**config.mk**
```make
export PLATFORM = sky130hd
export DESIGN_NAME = pipe_ex_stage
export DESIGN_NICKNAME = d
export VERILOG_FILES = /design/src/rtl/pipe_ex_stage_pkg.sv /design/src/rtl/pipe_divider.sv /design/src/rtl/pipe_ex_stage.sv
export SDC_FILE = /design/constraint.sdc
export NUM_CORES = 2
export LEC_CHECK = 0
export ABC_AREA = 1
export ABC_CLOCK_PERIOD_IN_PS = 3200
export CORE_MARGIN = 8
export CORE_UTILIZATION = 30
export CTS_BUF_LIST = sky130_fd_sc_hd__clkbuf_8
export CTS_CLUSTER_DIAMETER = 80
export DETAILED_ROUTE_END_ITERATION = 12
export REMOVE_ABC_BUFFERS = 1
export SYNTH_ARGS = -nofsm -noshare
export SYNTH_HDL_FRONTEND = slang
export SYNTH_SLANG_ARGS = --single-unit
```
**constraint.sdc**
```tcl
create_clock -name in_clk -period 3.2 [get_ports in_clk]
set_input_delay 0.48 -clock in_clk [delete_from_list [all_inputs] [get_ports in_clk]]
set_output_delay 0.48 -clock in_clk [all_outputs]
set_load 0.03 [all_outputs]
```
**src/rtl/pipe_ex_stage_pkg.sv**
```systemverilog
// Shared definitions for the execute stage: ALU opcodes (also used by the ID decoder)
// and the encoding of the divide-sequencing FSM.
package pipe_ex_stage_pkg;

    localparam logic [3:0] ALU_ADDU = 4'd0;
    localparam logic [3:0] ALU_SUBU = 4'd1;
    localparam logic [3:0] ALU_AND  = 4'd2;
    localparam logic [3:0] ALU_OR   = 4'd3;
    localparam logic [3:0] ALU_XOR  = 4'd4;
    localparam logic [3:0] ALU_NOR  = 4'd5;
    localparam logic [3:0] ALU_SLT  = 4'd6;
    localparam logic [3:0] ALU_SLTU = 4'd7;
    localparam logic [3:0] ALU_SLL  = 4'd8;
    localparam logic [3:0] ALU_SRL  = 4'd9;
    localparam logic [3:0] ALU_SRA  = 4'd10;
    localparam logic [3:0] ALU_LUI  = 4'd11;
    localparam logic [3:0] ALU_MUL  = 4'd12;
    localparam logic [3:0] ALU_DIVU = 4'd13;
    localparam logic [3:0] ALU_REMU = 4'd14;
    localparam logic [3:0] ALU_DIV  = 4'd15;

    typedef enum logic [1:0] {
        EX_IDLE = 2'd0,
        EX_BUSY = 2'd1,
        EX_DONE = 2'd2
    } ex_state_e;

    function automatic logic is_div_op(input logic [3:0] op);
        return (op == ALU_DIVU) || (op == ALU_REMU) || (op == ALU_DIV);
    endfunction

endpackage

```
**src/rtl/pipe_divider.sv**
```systemverilog
// Iterative unsigned restoring divider: one quotient bit per clock, operands loaded on start.
// With a zero divisor it naturally yields an all-ones quotient and remainder = dividend.
module pipe_divider #(
    parameter int DIV_STEPS = 32
) (
    input  logic        in_clk,
    input  logic        in_rst_n,
    input  logic        start,
    input  logic        step,
    input  logic [31:0] dividend,
    input  logic [31:0] divisor,
    output logic [31:0] quotient,
    output logic [31:0] remainder,
    output logic        last_step
);

    localparam int CNT_W = $clog2(DIV_STEPS);

    logic [31:0]      divisor_q;
    logic [CNT_W-1:0] count;
    logic [32:0]      shifted;
    logic             fits;
    logic [31:0]      sub_rem;

    // Shifted partial remainder is 33 bits wide; when it fits, the difference is < divisor.
    always_comb begin
        shifted   = {remainder, quotient[31]};
        fits      = shifted >= {1'b0, divisor_q};
        sub_rem   = shifted[31:0] - divisor_q;
        last_step = count == CNT_W'(DIV_STEPS - 1);
    end

    always_ff @(posedge in_clk or negedge in_rst_n) begin
        if (!in_rst_n) begin
            quotient  <= '0;
            remainder <= '0;
            divisor_q <= '0;
            count     <= '0;
        end else if (start) begin
            quotient  <= dividend;
            remainder <= '0;
            divisor_q <= divisor;
            count     <= '0;
        end else if (step) begin
            remainder <= fits ? sub_rem : shifted[31:0];
            quotient  <= {quotient[30:0], fits};
            count     <= count + 1'b1;
        end
    end

endmodule

```
**src/rtl/pipe_ex_stage.sv**
```systemverilog
// Execute stage with EX/MEM register. Single-cycle ALU ops pass straight through; divides
// stall upstream while the iterative divider runs, then write their result from DONE.
module pipe_ex_stage
    import pipe_ex_stage_pkg::*;
#(
    parameter int DIV_STEPS = 32
) (
    input  logic        in_clk,
    input  logic        in_rst_n,
    input  logic [31:0] in_rs_data,
    input  logic [31:0] in_rt_data,
    input  logic [31:0] in_immed,
    input  logic [31:0] in_shamt,
    input  logic        in_alu_a_sel,
    input  logic        in_alu_b_sel,
    input  logic [3:0]  in_alu_sel,
    input  logic [4:0]  in_rd_waddr,
    input  logic        in_rd_sel,
    input  logic        in_rd_wena,
    input  logic        in_dmem_ena,
    input  logic        in_dmem_wena,
    input  logic [1:0]  in_dmem_type,
    output logic        out_stall_req,
    output logic [31:0] out_alu_result,
    output logic [31:0] out_rt_data,
    output logic [4:0]  out_rd_waddr,
    output logic        out_rd_sel,
    output logic        out_rd_wena,
    output logic        out_dmem_ena,
    output logic        out_dmem_wena,
    output logic [1:0]  out_dmem_type
);

    ex_state_e   state;
    logic [31:0] alu_a, alu_b, alu_result;
    logic        is_div, div_start, a_neg, b_neg;
    logic [31:0] div_dividend, div_divisor;
    logic [31:0] quo_raw, rem_raw, div_result;
    logic        div_last;

    // Operation and controls of the divide in flight, captured at start.
    logic [3:0]  op_q;
    logic        neg_q, zero_q;
    logic [31:0] rt_q;
    logic [4:0]  waddr_q;
    logic        rd_sel_q, rd_wena_q, dmem_ena_q, dmem_wena_q;
    logic [1:0]  dmem_type_q;

    logic [31:0] nxt_result, nxt_rt;
    logic [4:0]  nxt_waddr;
    logic        nxt_rd_sel, nxt_rd_wena, nxt_dmem_ena, nxt_dmem_wena;
    logic [1:0]  nxt_dmem_type;

    always_comb begin
        alu_a = in_alu_a_sel ? in_shamt : in_rs_data;
        alu_b = in_alu_b_sel ? in_immed : in_rt_data;
    end

    always_comb begin
        alu_result = '0;
        case (in_alu_sel)
            ALU_ADDU: alu_result = alu_a + alu_b;
            ALU_SUBU: alu_result = alu_a - alu_b;
            ALU_AND:  alu_result = alu_a & alu_b;
            ALU_OR:   alu_result = alu_a | alu_b;
            ALU_XOR:  alu_result = alu_a ^ alu_b;
            ALU_NOR:  alu_result = ~(alu_a | alu_b);
            ALU_SLT:  alu_result = {31'b0, $signed(alu_a) < $signed(alu_b)};
            ALU_SLTU: alu_result = {31'b0, alu_a < alu_b};
            ALU_SLL:  alu_result = alu_b << alu_a[4:0];
            ALU_SRL:  alu_result = alu_b >> alu_a[4:0];
            ALU_SRA:  alu_result = 32'($signed(alu_b) >>> alu_a[4:0]);
            ALU_LUI:  alu_result = {alu_b[15:0], 16'h0000};
            ALU_MUL:  alu_result = alu_a * alu_b;
            default:  alu_result = '0;
        endcase
    end

    // Only signed DIV takes magnitudes; a divide that writes nothing is a NOP.
    always_comb begin
        is_div        = is_div_op(in_alu_sel);
        div_start     = (state == EX_IDLE) && is_div && in_rd_wena;
        a_neg         = (in_alu_sel == ALU_DIV) && alu_a[31];
        b_neg         = (in_alu_sel == ALU_DIV) && alu_b[31];
        div_dividend  = a_neg ? -alu_a : alu_a;
        div_divisor   = b_neg ? -alu_b : alu_b;
        out_stall_req = in_rst_n && (div_start || (state == EX_BUSY));
    end

    pipe_divider #(
        .DIV_STEPS(DIV_STEPS)
    ) u_divider (
        .in_clk    (in_clk),
        .in_rst_n  (in_rst_n),
        .start     (div_start),
        .step      (state == EX_BUSY),
        .dividend  (div_dividend),
        .divisor   (div_divisor),
        .quotient  (quo_raw),
        .remainder (rem_raw),
        .last_step (div_last)
    );

    always_comb begin
        if (op_q == ALU_REMU) begin
            div_result = rem_raw;
        end else if (zero_q) begin
            div_result = '1;
        end else begin
            div_result = neg_q ? -quo_raw : quo_raw;
        end
    end

    always_ff @(posedge in_clk or negedge in_rst_n) begin
        if (!in_rst_n) begin
            state       <= EX_IDLE;
            op_q        <= '0;
            neg_q       <= 1'b0;
            zero_q      <= 1'b0;
            rt_q        <= '0;
            waddr_q     <= '0;
            rd_sel_q    <= 1'b0;
            rd_wena_q   <= 1'b0;
            dmem_ena_q  <= 1'b0;
            dmem_wena_q <= 1'b0;
            dmem_type_q <= '0;
        end else begin
            case (state)
                EX_IDLE: begin
                    if (div_start) begin
                        state       <= EX_BUSY;
                        op_q        <= in_alu_sel;
                        neg_q       <= a_neg ^ b_neg;
                        zero_q      <= alu_b == '0;
                        rt_q        <= in_rt_data;
                        waddr_q     <= in_rd_waddr;
                        rd_sel_q    <= in_rd_sel;
                        rd_wena_q   <= in_rd_wena;
                        dmem_ena_q  <= in_dmem_ena;
                        dmem_wena_q <= in_dmem_wena;
                        dmem_type_q <= in_dmem_type;
                    end
                end
                EX_BUSY: begin
                    if (div_last) begin
                        state <= EX_DONE;
                    end
                end
                EX_DONE: state <= EX_IDLE;
                default: state <= EX_IDLE;
            endcase
        end
    end

    // EX/MEM next value: bubble unless a single-cycle op is in IDLE or a divide finishes.
    always_comb begin
        nxt_result    = '0;
        nxt_rt        = '0;
        nxt_waddr     = '0;
        nxt_rd_sel    = 1'b0;
        nxt_rd_wena   = 1'b0;
        nxt_dmem_ena  = 1'b0;
        nxt_dmem_wena = 1'b0;
        nxt_dmem_type = '0;
        case (state)
            EX_IDLE: begin
                if (!is_div) begin
                    nxt_result    = alu_result;
                    nxt_rt        = in_rt_data;
                    nxt_waddr     = in_rd_waddr;
                    nxt_rd_sel    = in_rd_sel;
                    nxt_rd_wena   = in_rd_wena;
                    nxt_dmem_ena  = in_dmem_ena;
                    nxt_dmem_wena = in_dmem_wena;
                    nxt_dmem_type = in_dmem_type;
                end
            end
            EX_DONE: begin
                nxt_result    = div_result;
                nxt_rt        = rt_q;
                nxt_waddr     = waddr_q;
                nxt_rd_sel    = rd_sel_q;
                nxt_rd_wena   = rd_wena_q;
                nxt_dmem_ena  = dmem_ena_q;
                nxt_dmem_wena = dmem_wena_q;
                nxt_dmem_type = dmem_type_q;
            end
            default: ;
        endcase
    end

    always_ff @(posedge in_clk or negedge in_rst_n) begin
        if (!in_rst_n) begin
            out_alu_result <= '0;
            out_rt_data    <= '0;
            out_rd_waddr   <= '0;
            out_rd_sel     <= 1'b0;
            out_rd_wena    <= 1'b0;
            out_dmem_ena   <= 1'b0;
            out_dmem_wena  <= 1'b0;
            out_dmem_type  <= '0;
        end else begin
            out_alu_result <= nxt_result;
            out_rt_data    <= nxt_rt;
            out_rd_waddr   <= nxt_waddr;
            out_rd_sel     <= nxt_rd_sel;
            out_rd_wena    <= nxt_rd_wena;
            out_dmem_ena   <= nxt_dmem_ena;
            out_dmem_wena  <= nxt_dmem_wena;
            out_dmem_type  <= nxt_dmem_type;
        end
    end

endmodule

```
**After elaboration in Yosys (flattened, before gate mapping)**

Cells that the tools add are included.

- $add $sub $neg: 7
- $mul: 1
- Reductions and logical operators: 14
- Bitwise operators: 5
- Equality and inequality tests: 21
- Mux-type cells: 34
- Order comparisons: 3
- Shift operators: 3

Operators by type and width:

| cell | count |
|---|---|
| 2-to-1 mux 32 bit | 14 |
| case mux 32 bit (13 select lines) | 1 |
| case mux 32 bit (2 select lines) | 2 |
| negation 32 bit | 3 |
| < comparator 32 bit | 2 |
| subtractor 32 bit | 2 |
| == test 4 bit, second input constant | 9 |
| >= comparator 33 x 32 -> 1 bit | 1 |
| adder 32 bit | 1 |
| AND 32 bit | 1 |
| logical NOT 32 bit | 1 |
| multiplier 32 x 32 -> 32 bit | 1 |
| NOT 32 bit | 1 |
| bitwise OR 32 bit | 1 |
| left shift 32 x 5 -> 32 bit | 1 |
| >> shifter 32 x 5 -> 32 bit | 1 |
| >>> shifter 32 x 5 -> 32 bit | 1 |
| bitwise XOR 32 bit | 1 |
| == test 4 x 3 -> 1 bit, second input constant | 4 |
| 2-to-1 mux 5 bit | 3 |
| case mux 5 bit (2 select lines) | 1 |
| == test 4 x 2 -> 1 bit, second input constant | 2 |
| case mux 1 bit (2 select lines) | 4 |
| case mux 2 bit (2 select lines) | 2 |
| other kinds (15) | 28 |

- Output and inout bits: 76
- Flip-flop bits (word level): 227
- Bits of input ports: 147

**Logic depth before layout (Yosys ltp)**

- Depth after elaboration: 7
- Mapped depth: 44
- Depth with buffers taken out: 41

**Cells and area by module**

A second synthesis with hierarchy kept.

- Cells, all modules: 5919
- Area, all modules: 39764.4 µm²

Modules (own cells, without submodules):

| module | cells each | seq. area each (µm²) | instances | area an instance (µm²) |
|---|---|---|---|---|
| pipe_ex_stage | 4859 | 3153.0 | 1 | 32526.2 |
| pipe_divider | 1060 | 2527.4 | 1 | 7238.2 |

**Least setup slack after synthesis**

No wires, ideal clock.

- Path type: in2reg
- Start: input in_alu_a_sel
- End: register out_alu_result[27]
- Buffers on the path: 6
- Slack: -4451 ps
- Arrival time: 7527 ps
- Stages: 38
- Path through: buf_6 -> buf_6 -> nand2_1 -> nand2_1 -> inv_2 -> clkbuf_1 -> clkbuf_1 -> buf_2 -> buf_1 -> nor2_1 -> fa_1 -> inv_1 -> fa_1 -> inv_1 -> fa_1 -> inv_1 -> fa_1 -> inv_1 -> [2 not listed] -> fa_1 -> inv_1 -> fa_1 -> fa_1 -> ha_1 -> nand2_1 -> inv_1 -> nand2_1 -> nor3_1 -> nand4_1 -> nand3_1 -> a21o_1 -> a21oi_1 -> or2_2 -> nand3_1 -> nand4_1 -> nand2_1 -> nand2_1

- Word-level cells in the longest chain between the ends: 6
- Elaborated cells on any way between the ends: 14
- Classes of those cells: add/sub (2); mul (1); shift (3); mux (4); bitwise (4)

Ends and longest elaborated chain:

| item | line | source |
|---|---|---|
| from (decl) | pipe_ex_stage.sv:14 | `input logic in_alu_a_sel,` |
| 2-to-1 mux 32 bit (*) | pipe_ex_stage.sv:55 | `alu_a = in_alu_a_sel ? in_shamt : in_rs_data;` |
| parallel branches: the longest is 2 deep, another holds multiplier 32 x 32 -> 32 bit | -- |  |
| case mux 32 bit (13 select lines) (*) | pipe_ex_stage.sv:61 | `case (in_alu_sel)` |
| 2-to-1 mux 32 bit (*) | pipe_ex_stage.sv:167 | `if (!is_div) begin` |
| case mux 32 bit (2 select lines) (*) | pipe_ex_stage.sv:165 | `case (state)` |
| named net nxt_result[27] | pipe_ex_stage.sv:49 | `logic [31:0] nxt_result, nxt_rt;` |
| to (signal assigned) | pipe_ex_stage.sv:203 | `out_alu_result <= nxt_result;` |
| to (decl) | pipe_ex_stage.sv:24 | `output logic [31:0] out_alu_result,` |

Mark *: on every way through the listed nets, which the timed path passes.
A chain may end at the register's enable or synchronous reset.

**Worst setup path after layout**

- Start: input in_alu_a_sel
- End: register out_alu_result[24]

The elaborated chain is that of the path after synthesis.

==> impl_metrics.toml <==
[sta]
relSlewSlack = 0.0515
fin_crit_ps = 6810
setup_viol = 33
hold_viol = 0
rsz0062_at_grt = "yes"
tightest_slew_ps = 1390
fmax_ghz = 0.147
slew_violations = 0
skew_ps = 48.7
setup_slack_ps = -3610
period_share = 2.13

[worst_hold_path]
holdPathStages = 3
hp-class = "input pin to register"

[layout]
syn_to_final_growth_pct = 49.5
fillers = 12892
fin_area_sq_mm = 0.0579
finalNonFillerCells = 8763
drive_above_1_share = 0.289
fin_nets = 7872

[placed_design]
dp.cells = 8533
hpwl_um = 186000
gp_congestion = 1.11
placed_area_sq_mm = 0.0521
io_buffers = 222

[detailed_routing]
wl_um = 224000
via_per_inst = 5.32
post_drt_wl_per_cell_um = 25.6
ant_nets = 0
first_pass_iters = 7
drt_first_iter_violations = 5155
via_count = 46629
post-route-drc-count = 0

[clock_tree]
cts_inserted_buffers = 39
cts_root_buffer = "clkbuf_8"
cts_sinks = 227
clk_latency_ps = 630
clockBufferDepth = 3
htree_levels = 2
cts_tree = "done"
clkSlewWorstSetupHoldPaths_ps = 60

[setup_path]
crit_type = "input pin to register"
arrival_ps = 7320
cp_data_required_time_ps = 3710
slowest_stage = "fa_2"
max_stage_delay_ps = 570
crit_fanout = 7
endpoint_kind = "register"
r2r_cells = 17
start_kind = "input pin"
cpMostUsedCell = "fa_2"

[floorplan]
dieHeight_um = 375
io_pins = 223
die_w_um = 375
die_area_sq_mm = 0.141
rows = 132
core_area_sq_mm = 0.129
initial_core_util = 0.300

[synthesis]
synth.most_common_cell = "nand2_1"
yosysWarnings = 0
yosysTopAreaCellShare = 0.213
synth_ff_type = "dfrtp_1"
avgSynthCellArea_sq_um = 6.84
synth-simple-area-share = 0.259
synthAdderAreaFrac = 0.295
synth_largest_area_cell = "fa_1"
ys_types = 63
synth_area_leaders = "fa_1 (21%), dfrtp_1 (15%), nand2_1 (14%)"
ys_ff_latch = 227
synth_area_sq_mm = 0.0387
synth.area.mux_share = 0.00233
synth_xor_area_frac = 0.0183
async_reset_ff_frac = 1.00
synth_top_family_by_area = "adder cells"
synthCells = 5662
synthTopCellsByCount = "nand2_1 (1409), inv_1 (898), nor2_1 (596), o21ai_0 (423), fa_1 (411)"
ys_seq_area_frac = 0.147
synth-edff-count = 0
synth_compound_area_frac = 0.157

[global_route]
grt_pass1_vias = 45936
track_usage = 0.304
grt_pass1_wl_um = 316000
grt_max_degree = 86
antenna_found_initial = 12
grt-ovfl-total = 0

[status]
status = "finished with violations"
violations = "setup timing"

[run]
max_cap_violations = 0
-- layout by cell type (no fill, tap or decap), types with 32 or more instances in the layout --
master / count
o22ai_1: 38
buf_4: 1185
buf_6: 72
fa_1: 361
nand2_4: 32
dfrtp_1: 226
nor2_1: 506
nand2_1: 1301
nor3_1: 49
o21ai_4: 36
ha_4: 44
buf_12: 103
o21ai_1: 106
inv_2: 68
inv_1: 832
a21oi_1: 222
nand2_2: 95
nand4_1: 45
o221ai_1: 49
clkbuf_8: 47
fa_2: 50
clkdlybuf4s50_1: 151
o21ai_0: 384
xor2_1: 60
nor2_4: 40
dlygate4sd2_1: 43
ha_1: 201
nor2_2: 63
nand3_1: 221
-- layout make-up --
type / count / area [sq um] / area share
Multi-Input combinational cell: 4246 / 30900 / 0.533
Timing Repair Buffer: 1619 / 14800 / 0.256
Sequential cell: 227 / 5680 / 0.0982
Inverter: 925 / 3600 / 0.0622
Tap cell: 1675 / 2100 / 0.0362
Clock buffer: 47 / 647 / 0.0112
Clock inverter: 19 / 188 / 0.00324
Antenna cell: 5 / 12.5 / 0.000216
-- critical path, delay by kind of cell --
family                     cells  cell delay (ps)
AOI/OAI and AO/OA              5              720
and+or+nand+nor                7              740
adders and majority gates      9             4330
buffers and inverters          9             1030
-- final timing paths --
| path | end | start | slack [ps] |
|---|---|---|---|
| max reg2reg | out_alu_result[30] | u_divider.quotient[1] | -160 |
| max in group asynchronous | rt_q[28] | in_rst_n | 1730 |
| min | rt_q[21] | in_rt_data[21] | 240 |
| min in group asynchronous | out_alu_result[23] | in_rst_n | 370 |
| max | out_alu_result[24] | in_alu_a_sel | -3610 |
| min reg2reg | out_rt_data[2] | rt_q[2] | 460 |
-- layer usage --
layer / up-vias / global-route usage / routed length, um
li1: 20743 / - / -
met1: 22550 / 0.395 / 88600
met2: 2687 / 0.467 / 95300
met3: 635 / 0.0601 / 22700
met4: 14 / 0.179 / 17300
met5: - / 0 / 141
-- flip-flops by register name (all words and copies together), names as in the netlist, 2 cells and up --
signal / cells
out_alu_result: 32
out_rt_data: 32
rt_q: 32
u_divider.divisor_q: 32
u_divider.quotient: 32
u_divider.remainder: 32
out_rd_waddr: 5
u_divider.count: 5
waddr_q: 5
op_q: 4
dmem_type_q: 2
out_dmem_type: 2
state: 2
-- kinds of logic after synthesis --
logic type / count (synthesis)
buf+inv: 1189
fa+ha+maj: 667
xor+xnor: 81
compound gates: 1046
mux: 9
flops: 227
simple gates: 2443
-- through the flow --
stage / setup TNS [ps] / utilization / setup WS [ps] / hold WS (ps)
2_1_floorplan: -405430 / - / -4330 / 184
3_3_place_gp: -164370 / 0.404 / -5180 / 432
3_5_place_dp: -168260 / 0.404 / -5350 / 440
4_1_cts: -89910 / 0.435 / -3680 / 234
5_1_grt: -97290 / 0.449 / -3810 / 233
6_report: -91510 / 0.449 / -3610 / 241
-- what timing repair did --
action	in CTS	in global routing
hold buffers	1	0
setup endpoints to repair	59	67
gates resized for setup	601	348
cloned	10	4
endpoints found under the hold margin	46	0
buffers inserted	97	54
pin swaps	167	198
Power is left out: the tool's default activity adds up to more than one toggle a clock period on the data nets, which glitch-free logic cannot reach.
